$ cat config.mk
export PLATFORM = sky130hd
export DESIGN_NAME = inv_permute_flat
export DESIGN_NICKNAME = d
export VERILOG_FILES = /design/src/rtl/inv_permute_if.sv /design/src/rtl/inv_permute.sv /design/src/flat_wrapper.sv
export SDC_FILE = /design/constraint.sdc
export NUM_CORES = 1
export LEC_CHECK = 0
export ABC_AREA = 1
export BUFFER_PORTS_ARGS = -buffer_cell sky130_fd_sc_hd__buf_4
export CAP_MARGIN = 20
export CORE_ASPECT_RATIO = 0.8
export CORE_UTILIZATION = 41
export DETAILED_ROUTE_END_ITERATION = 10
export PLACE_DENSITY = 0.79
export SKIP_CTS_REPAIR_TIMING = 1
export SLEW_MARGIN = 5
export SYNTH_ARGS = -nofsm -noshare
export SYNTH_HDL_FRONTEND = slang
export SYNTH_SLANG_ARGS = --single-unit
$ cat constraint.sdc
create_clock -name clk -period 1.7 [get_ports clk]
set_input_delay 0.085 -clock clk [delete_from_list [all_inputs] [get_ports clk]]
set_output_delay 0.085 -clock clk [all_outputs]
set_load 0.005 [all_outputs]
$ cat src/rtl/inv_permute_if.sv
// Handshake and slice-memory bus of inv_permute: start/ready/done control,
// source read port and destination write port.
interface inv_permute_if #(
    parameter int ADDR_W = 6
);
    logic              start;
    logic              ready;
    logic              done;
    logic              rd_en;
    logic [ADDR_W-1:0] rd_addr;
    logic [24:0]       rd_data;
    logic              wr_en;
    logic [ADDR_W-1:0] wr_addr;
    logic [24:0]       wr_data;

    modport master (
        input  start, rd_data,
        output ready, done, rd_en, rd_addr, wr_en, wr_addr, wr_data
    );

    modport slave (
        output start, rd_data,
        input  ready, done, rd_en, rd_addr, wr_en, wr_addr, wr_data
    );
endinterface

$ cat src/rtl/inv_permute.sv
// Inverse Keccak pi over a slice-organised state: reads every 25-bit slice, remaps lanes, writes it back.
// Define INV_PERMUTE_OUTREG_EN to add one register stage on the write port (write latency 2, FLUSH 2 cycles).
module inv_permute #(
    parameter int SLICES = 64,
    parameter int ADDR_W = 6
) (
    input  logic           clk,
    input  logic           rst,
    inv_permute_if.master  bus
);
    typedef enum logic [1:0] {
        IDLE       = 2'd0,
        RUN        = 2'd1,
        FLUSH      = 2'd2,
        FLUSH_LAST = 2'd3
    } state_t;

    localparam logic [ADDR_W-1:0] LAST_ADDR = ADDR_W'(SLICES - 1);
    localparam logic [ADDR_W-1:0] ADDR_ONE  = {{(ADDR_W-1){1'b0}}, 1'b1};

    state_t            state_r;
    logic [ADDR_W-1:0] cnt_r;
    logic              ready_r;
    logic              done_r;
    logic              rd_en_r;
    logic              wr_en_r;
    logic [ADDR_W-1:0] wr_addr_r;
    logic [24:0]       wr_data_s;

    // out[x][y] = in[y][(2x+3y) mod 5], bit index x + 5y
    function automatic logic [24:0] inv_pi(input logic [24:0] s);
        logic [24:0] d;
        logic [4:0]  di;
        logic [4:0]  si;
        d = 25'd0;
        for (int y = 0; y < 5; y++) begin
            for (int x = 0; x < 5; x++) begin
                di    = 5'(x + 5 * y);
                si    = 5'(y + 5 * ((2 * x + 3 * y) % 5));
                d[di] = s[si];
            end
        end
        return d;
    endfunction

    // Controller and slice counter; the counter doubles as the read address.
    always_ff @(posedge clk or posedge rst) begin
        if (rst) begin
            state_r <= IDLE;
            cnt_r   <= '0;
            ready_r <= 1'b1;
            done_r  <= 1'b0;
            rd_en_r <= 1'b0;
        end else begin
            case (state_r)
                IDLE: begin
                    done_r <= 1'b0;
                    if (bus.start) begin
                        state_r <= RUN;
                        cnt_r   <= '0;
                        ready_r <= 1'b0;
                        rd_en_r <= 1'b1;
                    end else begin
                        ready_r <= 1'b1;
                        rd_en_r <= 1'b0;
                    end
                end
                RUN: begin
                    if (cnt_r == LAST_ADDR) begin
                        cnt_r   <= '0;
                        rd_en_r <= 1'b0;
`ifdef INV_PERMUTE_OUTREG_EN
                        state_r <= FLUSH;
`else
                        state_r <= FLUSH_LAST;
                        done_r  <= 1'b1;
`endif
                    end else begin
                        cnt_r <= cnt_r + ADDR_ONE;
                    end
                end
                FLUSH: begin
                    state_r <= FLUSH_LAST;
                    done_r  <= 1'b1;
                end
                FLUSH_LAST: begin
                    state_r <= IDLE;
                    done_r  <= 1'b0;
                    ready_r <= 1'b1;
                end
                default: begin
                    state_r <= IDLE;
                    cnt_r   <= '0;
                    ready_r <= 1'b1;
                    done_r  <= 1'b0;
                    rd_en_r <= 1'b0;
                end
            endcase
        end
    end

    // Write stage tracks the read one cycle later, matching the synchronous read latency.
    always_ff @(posedge clk or posedge rst) begin
        if (rst) begin
            wr_en_r   <= 1'b0;
            wr_addr_r <= '0;
        end else begin
            wr_en_r   <= rd_en_r;
            wr_addr_r <= cnt_r;
        end
    end

    // Permuted data is forced to zero outside write cycles so the port is quiet when idle.
    always_comb begin
        wr_data_s = 25'd0;
        if (wr_en_r) begin
            wr_data_s = inv_pi(bus.rd_data);
        end else begin
            wr_data_s = 25'd0;
        end
    end

`ifdef INV_PERMUTE_OUTREG_EN
    logic              wr_en_q;
    logic [ADDR_W-1:0] wr_addr_q;
    logic [24:0]       wr_data_q;

    // Extra output register stage on the whole write port.
    always_ff @(posedge clk or posedge rst) begin
        if (rst) begin
            wr_en_q   <= 1'b0;
            wr_addr_q <= '0;
            wr_data_q <= 25'd0;
        end else begin
            wr_en_q   <= wr_en_r;
            wr_addr_q <= wr_addr_r;
            wr_data_q <= wr_data_s;
        end
    end

    assign bus.wr_en   = wr_en_q;
    assign bus.wr_addr = wr_addr_q;
    assign bus.wr_data = wr_data_q;
`else
    assign bus.wr_en   = wr_en_r;
    assign bus.wr_addr = wr_addr_r;
    assign bus.wr_data = wr_data_s;
`endif

    assign bus.ready   = ready_r;
    assign bus.done    = done_r;
    assign bus.rd_en   = rd_en_r;
    assign bus.rd_addr = cnt_r;
endmodule

$ cat src/flat_wrapper.sv
// flat-port wrapper written by rule: the top's interface ports become plain ports
module inv_permute_flat 
#(
    parameter int SLICES = 64,
    parameter int ADDR_W = 6
)
  (clk, rst, bus_start, bus_rd_data, bus_ready, bus_done, bus_rd_en, bus_rd_addr, bus_wr_en, bus_wr_addr, bus_wr_data);
  inv_permute_if #(.ADDR_W(ADDR_W)) bus_i ();
  input  logic clk;
  input  logic rst;
  input wire logic [$bits(bus_i.start)-1:0] bus_start;
  input wire logic [$bits(bus_i.rd_data)-1:0] bus_rd_data;
  output wire logic [$bits(bus_i.ready)-1:0] bus_ready;
  output wire logic [$bits(bus_i.done)-1:0] bus_done;
  output wire logic [$bits(bus_i.rd_en)-1:0] bus_rd_en;
  output wire logic [$bits(bus_i.rd_addr)-1:0] bus_rd_addr;
  output wire logic [$bits(bus_i.wr_en)-1:0] bus_wr_en;
  output wire logic [$bits(bus_i.wr_addr)-1:0] bus_wr_addr;
  output wire logic [$bits(bus_i.wr_data)-1:0] bus_wr_data;
  assign bus_i.start = bus_start;
  assign bus_i.rd_data = bus_rd_data;
  assign bus_ready = bus_i.ready;
  assign bus_done = bus_i.done;
  assign bus_rd_en = bus_i.rd_en;
  assign bus_rd_addr = bus_i.rd_addr;
  assign bus_wr_en = bus_i.wr_en;
  assign bus_wr_addr = bus_i.wr_addr;
  assign bus_wr_data = bus_i.wr_data;
  inv_permute #(.SLICES(SLICES), .ADDR_W(ADDR_W)) u_core (.clk(clk), .rst(rst), .bus(bus_i));
endmodule
==> out/qor.yml, run 1 <==
clock_tree:
  clk_path_buf_depth: 2
  path_clk_slew_ns: 0.10
  cts.sinks: 18
  cts_made_buffers: 3
  cts-htree-levels: 1
  root_buffer: "clkbuf_4"
  insertion_delay_ns: 0.29
  cts_tree: "built"
power_and_ir_drop:
  clkPwrFrac: 0.115
  power_frac_seq: 0.309
  power.share.combinational: 0.576
  p_sw_frac: 0.410
  switching_power_w: 0.000928
  intPower_w: 0.00134
  p_leak_nw: 1.08
  power-per-cell-area_nw_per_um2: 1420
  vdd_drop_max_mv: 0.791
layout:
  antenna-diode-count: 0
  layout-drive-gt1-share: 0.384
  area_growth_pct: 57.8
  nets: 245
  final_common_cell: "buf_4"
  mostFrequentLayoutCells: "buf_4, nand2_1, inv_1"
place:
  post-place-ws_ns: 0.321
  gp_congestion: 0.796
  io_buffers: 68
  dp_hpwl_um: 2060
timing:
  layout_setup_ws_ns: 0.294
  relSlewSlack: 0.558
  max_freq_mhz: 711
  drv_slew: 0
  rsz0062_at_grt: "false"
  tns_ns: 0
  setup_violations: 0
  final_hold_viol_count: 0
  worstMarginPinSlew_ns: 0.662
  finClkSkew_ns: 0.00249
  period_needed_ns: 1.41
  finalCritPeriodShare: 0.827
outcome:
  violations: "design-rule violations"
  status: "finished, violations left"
drt:
  wl_um: 2520
  route.detailed.drc: 8
  ant_nets: 0
  vias: 1045
  wl_per_cell_um: 10.7
  drt_iter0_drc: 40
  first_pass_iters: 7
  vias_per_cell: 4.43
synth:
  synth_top_area_cell: "dfrtp_1"
  synthesis.nets: 173
  synth-warning-count: 0
  synth.avg_cell_area_um2: 7.19
  synth_cell_type_count: 17
  syn_inst: 140
  yosysSeqAreaShare: 0.448
  ys_ff_latch: 18
  synth_top_area_share: 0.422
  synth.area.top_cells: "dfrtp_1, nand2_1, inv_1, ha_1, nand3_1"
  syn-cell-area_um2: 1010
min_path:
  hold_path_class: "primary input to flop"
floorplanning:
  dieWidth_um: 57.4
  initial_core_util: 0.451
  die_h_um: 46.3
  die_area_um2: 2660
  core_area_um2: 2230
  row_count: 15
  ios: 69
setup_path:
  crit_path_start_kind: "flop"
  critPathKind: "flop to flop"
  cp_data_required_time_ns: 1.89
  worstSetupEndpointType: "flop"
  crit_path_max_fanout: 8
  cp.arrival_ns: 1.59
global_routing:
  grt_pass1_wl_um: 3950
  grt_max_degree: 27
  grt.overflow.total: 0
  antenna_found_initial: 0
  grt_pass1_vias: 945
  track_usage: 0.197
flow_run:
  maxCapViolCount: 0
==> worst max-delay path: stages, from the launching register on <==
cell and delay, ns:
dfrtp_1 0.44, inv_1 0.07, ha_1 0.24, inv_1 0.09
nand2_2 0.08, nand2_4 0.11, nand3_2 0.11, nand2_1 0.11
nor2_1 0.04
==> path summary, 6_finish.rpt <==
check                                              to  slack (ns)  cells past startpoint               from
min in group asynchronous       u_core.bus.rd_addr[2]        0.45                      3                rst
worst max-delay path            u_core.bus.rd_addr[4]        0.29                      8  u_core.state_r[0]
worst min-delay path                 u_core.bus.rd_en        0.05                      3          bus_start
worst min register to register       u_core.bus.wr_en        0.43                      0   u_core.bus.rd_en
max in group asynchronous       u_core.bus.wr_addr[0]        0.84                      3                rst
worst max register to register  u_core.bus.rd_addr[4]        0.29                      8  u_core.state_r[0]
==> layout make-up <==
| class | instances | area [µm²] |
|---|---|---|
| clock buffers | 4 | 36.3 |
| fillers | 176 | 644 |
| inverters | 37 | 139 |
| multi-input cells | 82 | 403 |
| flip-flops and latches | 18 | 452 |
| well taps | 25 | 31.3 |
| repair buffers | 70 | 528 |
==> power by group through the flow <==
stage | Combinational [W] | Sequential [W] | Clock, W
after detailed placement | 0.00131 | 0.000710 | 0
after global placement | 0.00127 | 0.000699 | 0
after global routing | 0.00147 | 0.000724 | 0.000283
final | 0.00130 | 0.000700 | 0.000260
after floorplan | 0.000713 | 0.000703 | 0
after CTS | 0.00131 | 0.000702 | 0.000270
==> cells in the mapped netlist <==
cell      number
nand2_2        2
nand3_1        8
inv_2          1
nand4_1        2
dfrtp_1       17
nand2_1       49
o21ai_1        2
clkbuf_1       1
inv_1         36
nor2_1         7
nand2_4        1
nand3_2        2
dfstp_2        1
o21ai_2        1
a21oi_1        3
ha_1           5
buf_2          2
==> flip-flops by register name (all words and copies together) (netlist names) <==
| name | flops |
|---|---|
| u_core.bus.rd_addr | 6 |
| u_core.bus.wr_addr | 6 |
| u_core.state_r | 2 |
| u_core.bus.done | 1 |
| u_core.bus.rd_en | 1 |
| u_core.bus.ready | 1 |
| u_core.bus.wr_en | 1 |
==> logic make-up (layout without fill, tap and decap cells) <==
family,count (synthesis),in the layout,share of synthesized area
adder cells (fa/ha/maj),5,5,0.0621
AO/OA/AOI/OAI,6,6,0.0335
buffers and inverters,40,111,0.152
AND/OR/NAND/NOR,71,71,0.304
flip-flops,18,18,0.448
==> routing by layer <==
layer | global-route usage | vias to the layer above | wire length, µm
met4 | 0.112 | 0 | 65
met3 | 0.0618 | 9 | 252
li1 | - | 547 | -
met2 | 0.353 | 44 | 1240
met5 | 0 | - | 0
met1 | 0.211 | 445 | 958
==> per-stage QoR <==
step / power [W] / cells / instance area, µm² / utilization / hold WS (ns)
final: 0.00226 / 236 / 1590 / 0.711 / 0.0529
after global routing: 0.00248 / 236 / 1590 / 0.711 / 0.0601
after CTS: 0.00228 / 235 / 1580 / 0.707 / -0.0994
after detailed placement: 0.00202 / 231 / 1540 / 0.691 / 0.229
after global placement: 0.00197 / 231 / 1540 / 0.691 / 0.207
after floorplan: 0.00142 / 140 / 1010 / - / 0.0228
No activity file was read; power rests on OpenSTA's default activity.
==> run 2: changes to the inputs <==
==> constraint.sdc (replaced) <==
create_clock -name clk -period 1.42 [get_ports clk]
set_input_delay 0.071 -clock clk [delete_from_list [all_inputs] [get_ports clk]]
set_output_delay 0.071 -clock clk [all_outputs]
set_load 0.005 [all_outputs]
==> run 2 against run 1 <==
Compared with the run above: worst hold slack lost 0.013 ns; largest cell class unchanged; sequential share of layout area is 1.1 points lower; sequential power increased by 29%; design area increased by 4.6%; via count rose by 3.5%; largest power group unchanged; first-iteration DRC count up 28%; register-to-register slack worse by 0.26 ns; critical endpoint is now u_core.bus.rd_addr[2]; non-clock buffer count up 4; the run still ends with design-rule violations left; utilization is 3.2 points higher.
==> out/qor.yml, run 2 (synthesized netlist as in run 1, its figures left out) <==
outcome:
  status: "finished, violations left"  # unchanged
  violations: "design-rule violations"  # unchanged
setup_path:
  critPathKind: "flop to flop"  # unchanged
  crit_path_start_kind: "flop"  # unchanged
  cp_data_required_time_ns: 1.62  # was 1.89 ns
  worstPathCellList: "buf_4 -> ha_4 -> nand2_4 -> nand2_4 -> buf_4 -> a21oi_1 -> a21oi_1"  # was inv_1 -> ha_1 -> inv_1 -> nand2_2 -> nand2_4 -> nand3_2 -> nand2_1 -> nor2_1
  cp_slowest_cell: "dfrtp_2"  # was dfrtp_1
  cp.arrival_ns: 1.59  # about the same
  crit_path_max_fanout: 7  # was 8
  cpPeakStageDelay_ns: 0.45  # was 0.44 ns
  worstSetupEndpointType: "flop"  # unchanged
global_routing:
  track_usage: 0.208  # was 0.197
  grt_pass1_wl_um: 4040  # was 3950 µm
  antenna_found_initial: 0  # unchanged
  grt_pass1_vias: 984  # was 945
  grt.overflow.total: 0  # unchanged
  grt_max_degree: 27  # unchanged
layout:
  postLayoutCoreUtil: 0.744  # was 0.711
  nets: 249  # was 245
  layout-drive-gt1-share: 0.442  # was 0.384
  final_common_cell: "buf_4"  # unchanged
  antenna-diode-count: 0  # unchanged
  mostFrequentLayoutCells: "buf_4, nand2_1, inv_1"  # unchanged
  area_growth_pct: 65.0  # was 57.8%
  fin_cells: 240  # was 236
timing:
  final_hold_viol_count: 0  # unchanged
  drv_slew: 0  # unchanged
  max_freq_mhz: 719  # was 711 MHz
  worstMarginPinSlew_ns: 0.662  # about the same
  period_needed_ns: 1.39  # was 1.41 ns
  relSlewSlack: 0.558  # about the same
  finalCritPeriodShare: 0.979  # was 0.827
  setup_violations: 0  # unchanged
  finClkSkew_ns: 0.00639  # was 0.00249 ns
power_and_ir_drop:
  p_sw_frac: 0.408  # was 0.410
  clkPwrFrac: 0.108  # was 0.115
  p_leak_nw: 1.10  # was 1.08 nW
  power.share.combinational: 0.588  # was 0.576
  p_total_w: 0.00297  # was 0.00226 W
  intPower_w: 0.00176  # was 0.00134 W
  power-per-cell-area_nw_per_um2: 1790  # was 1420 nW/µm²
  vdd_drop_max_mv: 1.00  # was 0.791 mV
  switching_power_w: 0.00121  # was 0.000928 W
  power_frac_seq: 0.304  # was 0.309
min_path:
  hold_path_class: "primary input to flop"  # unchanged
floorplanning:
  die_area_um2: 2660  # unchanged
  row_count: 15  # unchanged
  die_h_um: 46.3  # unchanged
  ios: 69  # unchanged
  initial_core_util: 0.451  # unchanged
  dieWidth_um: 57.4  # unchanged
  core_area_um2: 2230  # unchanged
clock_tree:
  root_buffer: "clkbuf_4"  # unchanged
  cts-htree-levels: 1  # unchanged
  cts_made_buffers: 3  # unchanged
  insertion_delay_ns: 0.30  # was 0.29 ns
  clk_path_buf_depth: 2  # unchanged
  path_clk_slew_ns: 0.10  # about the same
  cts_tree: "built"  # unchanged
  cts.sinks: 18  # unchanged
place:
  gp_congestion: 0.791  # was 0.796
  dp.cells: 232  # was 231
  io_buffers: 68  # unchanged
  dp_hpwl_um: 2030  # was 2060 µm
drt:
  ant_nets: 0  # unchanged
  vias_per_cell: 4.51  # was 4.43
  wl_um: 2680  # was 2520 µm
  first_pass_iters: 7  # unchanged
  wl_per_cell_um: 11.2  # was 10.7 µm
  vias: 1082  # was 1045
  drt_iter0_drc: 51  # was 40
  route.detailed.drc: 8  # unchanged
flow_run:
  maxCapViolCount: 0  # unchanged
-- run 2: stage by stage --
stage                     TNS (ns)  setup WS [ns]  hold WS [ns]  instance area, µm²
after floorplan                  0          0.195       0.00884                1010
after global placement           0          0.123         0.193                1550
after detailed placement         0         0.0518         0.208                1550
after CTS                    -1.05        -0.0750        -0.125                1590
after global routing       -0.0243        -0.0243        0.0473                1660
final                            0         0.0298        0.0401                1660
-- run 2: worst paths after layout --
check                      depth (start not counted)                    end  slack, ns         startpoint
max in group asynchronous                          3       u_core.bus.wr_en       0.54                rst
setup / recovery                                   7  u_core.bus.rd_addr[2]       0.03  u_core.state_r[0]
hold reg to reg                                    0       u_core.bus.wr_en       0.43   u_core.bus.rd_en
min in group asynchronous                          3  u_core.bus.rd_addr[2]       0.42                rst
setup reg to reg                                   7  u_core.bus.rd_addr[2]       0.03  u_core.state_r[0]
hold / removal                                     3       u_core.bus.rd_en       0.04          bus_start
-- run 2: power by group through the flow --
stage / Combinational (W) / Clock [W] / Sequential (W)
after detailed placement: 0.00153 / 0 / 0.000904
after global placement: 0.00149 / 0 / 0.000890
final: 0.00174 / 0.000319 / 0.000903
after global routing: 0.00193 / 0.000344 / 0.000936
after floorplan: 0.000853 / 0 / 0.000842
after CTS: 0.00153 / 0.000325 / 0.000894
-- run 2: cell type report --
class | instances | area (µm²)
clock buffers | 4 | 36.3
fillers | 160 | 572
inverters | 37 | 139
multi-input cells | 82 | 443
flip-flops and latches | 18 | 454
well taps | 25 | 31.3
repair buffers | 74 | 558
-- run 2: metal layers --
metal  global-route usage  share of wire  up-vias
met5                    0              0        -
met3               0.0646          0.091       11
met1                0.208           0.38      465
met2                0.379           0.49       50
li1                     -              -      556
met4                0.146          0.037        0
-- run 2: critical path, delay by kind of cell (launching register included) --
| kind | cells | cell delay [ns] |
|---|---|---|
| AO/OA/AOI/OAI | 2 | 0.17 |
| adder cells (fa/ha/maj) | 1 | 0.18 |
| AND/OR/NAND/NOR | 2 | 0.18 |
| flip-flops | 1 | 0.45 |
| buffers and inverters | 2 | 0.30 |
==> run 3: changes to the inputs <==
--- a/config.mk
+++ b/config.mk
@@ -9,8 +9,10 @@
 export BUFFER_PORTS_ARGS = -buffer_cell sky130_fd_sc_hd__buf_4
 export CAP_MARGIN = 20
 export CORE_ASPECT_RATIO = 0.8
+export CORE_MARGIN = 2
 export CORE_UTILIZATION = 41
 export DETAILED_ROUTE_END_ITERATION = 10
+export HOLD_SLACK_MARGIN = 0.08
 export PLACE_DENSITY = 0.79
 export SKIP_CTS_REPAIR_TIMING = 1
 export SLEW_MARGIN = 5
==> run 3 against run 2 <==
Compared with the run above: the flow now finishes without violations; wire length fell by 7.9%; sequential cell count stayed put; utilization shrank 5.8 points; global-route usage shrank 2.9 points; critical path depth increased by 1; die area rose by 8.0%; power is 6.6% lower; non-clock buffer count is the same; clock power is 3% lower; sequential share of layout area up 0.36 points; clock skew fell by 0.0043 ns; critical path type unchanged; highest routed layer unchanged.
==> out/qor.yml, run 3 (synthesized netlist as in run 1, its figures left out) <==
timing:
  relSlewSlack: 0.567  # was 0.558
  whs_ns: 0.390  # was 0.0401 ns
  drv_slew: 0  # unchanged
  worstMarginPinSlew_ns: 0.649  # was 0.662 ns
  max_freq_mhz: 761  # was 719 MHz
  setup_violations: 0  # unchanged
  finClkSkew_ns: 0.00204  # was 0.00639 ns
  tns_ns: 0  # unchanged
  rsz0062_at_grt: "false"
  period_needed_ns: 1.31  # was 1.39 ns
  layout_setup_ws_ns: 0.106  # was 0.0298 ns
  finalCritPeriodShare: 0.925  # was 0.979
  final_hold_viol_count: 0  # unchanged
power_and_ir_drop:
  p_leak_nw: 1.09  # was 1.10 nW
  vdd_drop_max_mv: 1.13  # was 1.00 mV
  power.share.combinational: 0.571  # was 0.588
  p_sw_frac: 0.399  # was 0.408
  power-per-cell-area_nw_per_um2: 1700  # was 1790 nW/µm²
  intPower_w: 0.00167  # was 0.00176 W
  clkPwrFrac: 0.111  # was 0.108
  power_frac_seq: 0.318  # was 0.304
  switching_power_w: 0.00111  # was 0.00121 W
setup_path:
  worstSetupEndpointType: "flop"  # unchanged
  rrSetupSlack_ns: 0.11  # was 0.03 ns
  crit_path_start_kind: "flop"  # unchanged
  crit_start: "u_core.state_r[0]"  # unchanged
  crit_path_end: "u_core.bus.rd_addr[5]"  # was u_core.bus.rd_addr[2]
  critPathKind: "flop to flop"  # unchanged
  reg2reg_to: "u_core.bus.rd_addr[5]"  # was u_core.bus.rd_addr[2]
  rr_worst_depth: 8  # was 7
  cp.arrival_ns: 1.50  # was 1.59 ns
  cp_data_required_time_ns: 1.61  # was 1.62 ns
  rr_startpoint: "u_core.state_r[0]"  # unchanged
  crit_path_max_fanout: 8  # was 7
drt:
  route.detailed.drc: 0  # was 8
  vias_per_cell: 4.38  # was 4.51
  drt_iter0_drc: 29  # was 51
  wl_um: 2470  # was 2680 µm
  ant_nets: 0  # unchanged
  first_pass_iters: 4  # was 7
  vias: 1060  # was 1082
  wl_per_cell_um: 10.2  # was 11.2 µm
clock_tree:
  cts-htree-levels: 1  # unchanged
  root_buffer: "clkbuf_4"  # unchanged
  cts_tree: "built"  # unchanged
  cts_made_buffers: 3  # unchanged
  insertion_delay_ns: 0.29  # was 0.30 ns
  clk_path_buf_depth: 2  # unchanged
  path_clk_slew_ns: 0.10  # about the same
  cts.sinks: 18  # unchanged
floorplanning:
  ios: 69  # unchanged
  dieWidth_um: 59.4  # was 57.4 µm
  die_h_um: 48.3  # was 46.3 µm
  core_area_um2: 2380  # was 2230 µm²
  die_area_um2: 2870  # was 2660 µm²
  initial_core_util: 0.423  # was 0.451
  row_count: 16  # was 15
layout:
  mostFrequentLayoutCells: "buf_4, nand2_1, inv_1"  # unchanged
  postLayoutCoreUtil: 0.686  # was 0.744
  area_growth_pct: 62.4  # was 65.0%
  layout-drive-gt1-share: 0.414  # was 0.442
  antenna-diode-count: 0  # unchanged
  nets: 249  # unchanged
  final_common_cell: "buf_4"  # unchanged
place:
  gp_congestion: 0.794  # was 0.791
  io_buffers: 68  # unchanged
  dp_hpwl_um: 2000  # was 2030 µm
  post-place-ws_ns: 0.0774  # was 0.0518 ns
global_routing:
  grt_pass1_wl_um: 3950  # was 4040 µm
  grt.overflow.total: 0  # unchanged
  track_usage: 0.179  # was 0.208
  grt_pass1_vias: 947  # was 984
  grt_max_degree: 27  # unchanged
  antenna_found_initial: 0  # unchanged
min_path:
  hold_path_class: "primary input to primary output"  # was primary input to flop
outcome:
  status: "complete, no violations"  # was finished, violations left
flow_run:
  maxCapViolCount: 0  # unchanged
==> run 3: stage by stage <==
| step | instances | total power (W) | cell area [µm²] |
|---|---|---|---|
| 4_1_cts | 238 | 0.00274 | 1590 |
| 6_report | 242 | 0.00277 | 1640 |
| 5_1_grt | 242 | 0.00307 | 1640 |
| 3_3_place_gp | 234 | 0.00238 | 1550 |
| 2_1_floorplan | 140 | 0.00170 | 1010 |
| 3_5_place_dp | 234 | 0.00242 | 1550 |
==> run 3: final cells by class <==
cell class / instances / area, µm²
Clock buffer: 4 / 36.3
Fill cell: 188 / 747
Inverter: 37 / 139
Multi-Input combinational cell: 82 / 413
Sequential cell: 18 / 453
Tap cell: 27 / 33.8
Timing Repair Buffer: 74 / 561
==> run 3: worst min-delay path by stage <==
stage | from | endpoint | slack (ns) | depth (start not counted)
after floorplan | rst | u_core.bus.done | 0.009 | 1
after CTS | rst | u_core.bus.wr_addr[2] | -0.12 | 2
final | bus_rd_data[17] | bus_wr_data[11] | 0.39 | 4
after global routing | bus_rd_data[17] | bus_wr_data[11] | 0.41 | 4
after global placement | rst | u_core.bus.wr_addr[0] | 0.19 | 2
after detailed placement | rst | u_core.bus.wr_addr[2] | 0.20 | 2
==> run 3: per-layer routing <==
metal,part of all wire,vias to the layer above,track usage
li1,-,557,-
met1,0.39,452,0.218
met2,0.48,47,0.289
met3,0.11,4,0.0535
met4,0.012,0,0.0795
met5,0,-,0
==> run 3: power groups by stage <==
| stage | clock network, W | logic (W) | registers (W) |
|---|---|---|---|
| after global placement | 0 | 0.00149 | 0.000891 |
| after global routing | 0.000346 | 0.00180 | 0.000921 |
| after floorplan | 0 | 0.000853 | 0.000842 |
| after CTS | 0.000320 | 0.00153 | 0.000891 |
| after detailed placement | 0 | 0.00152 | 0.000902 |
| final | 0.000309 | 0.00158 | 0.000881 |
==> run 3: critical path, cell delays in order, from the launching register on <==
cell	delay [ns]
dfrtp_1	0.43
inv_1	0.07
ha_2	0.21
inv_1	0.08
nand2_2	0.08
nand2_4	0.12
nand3_2	0.11
nand2_1	0.09
nor2_1	0.04
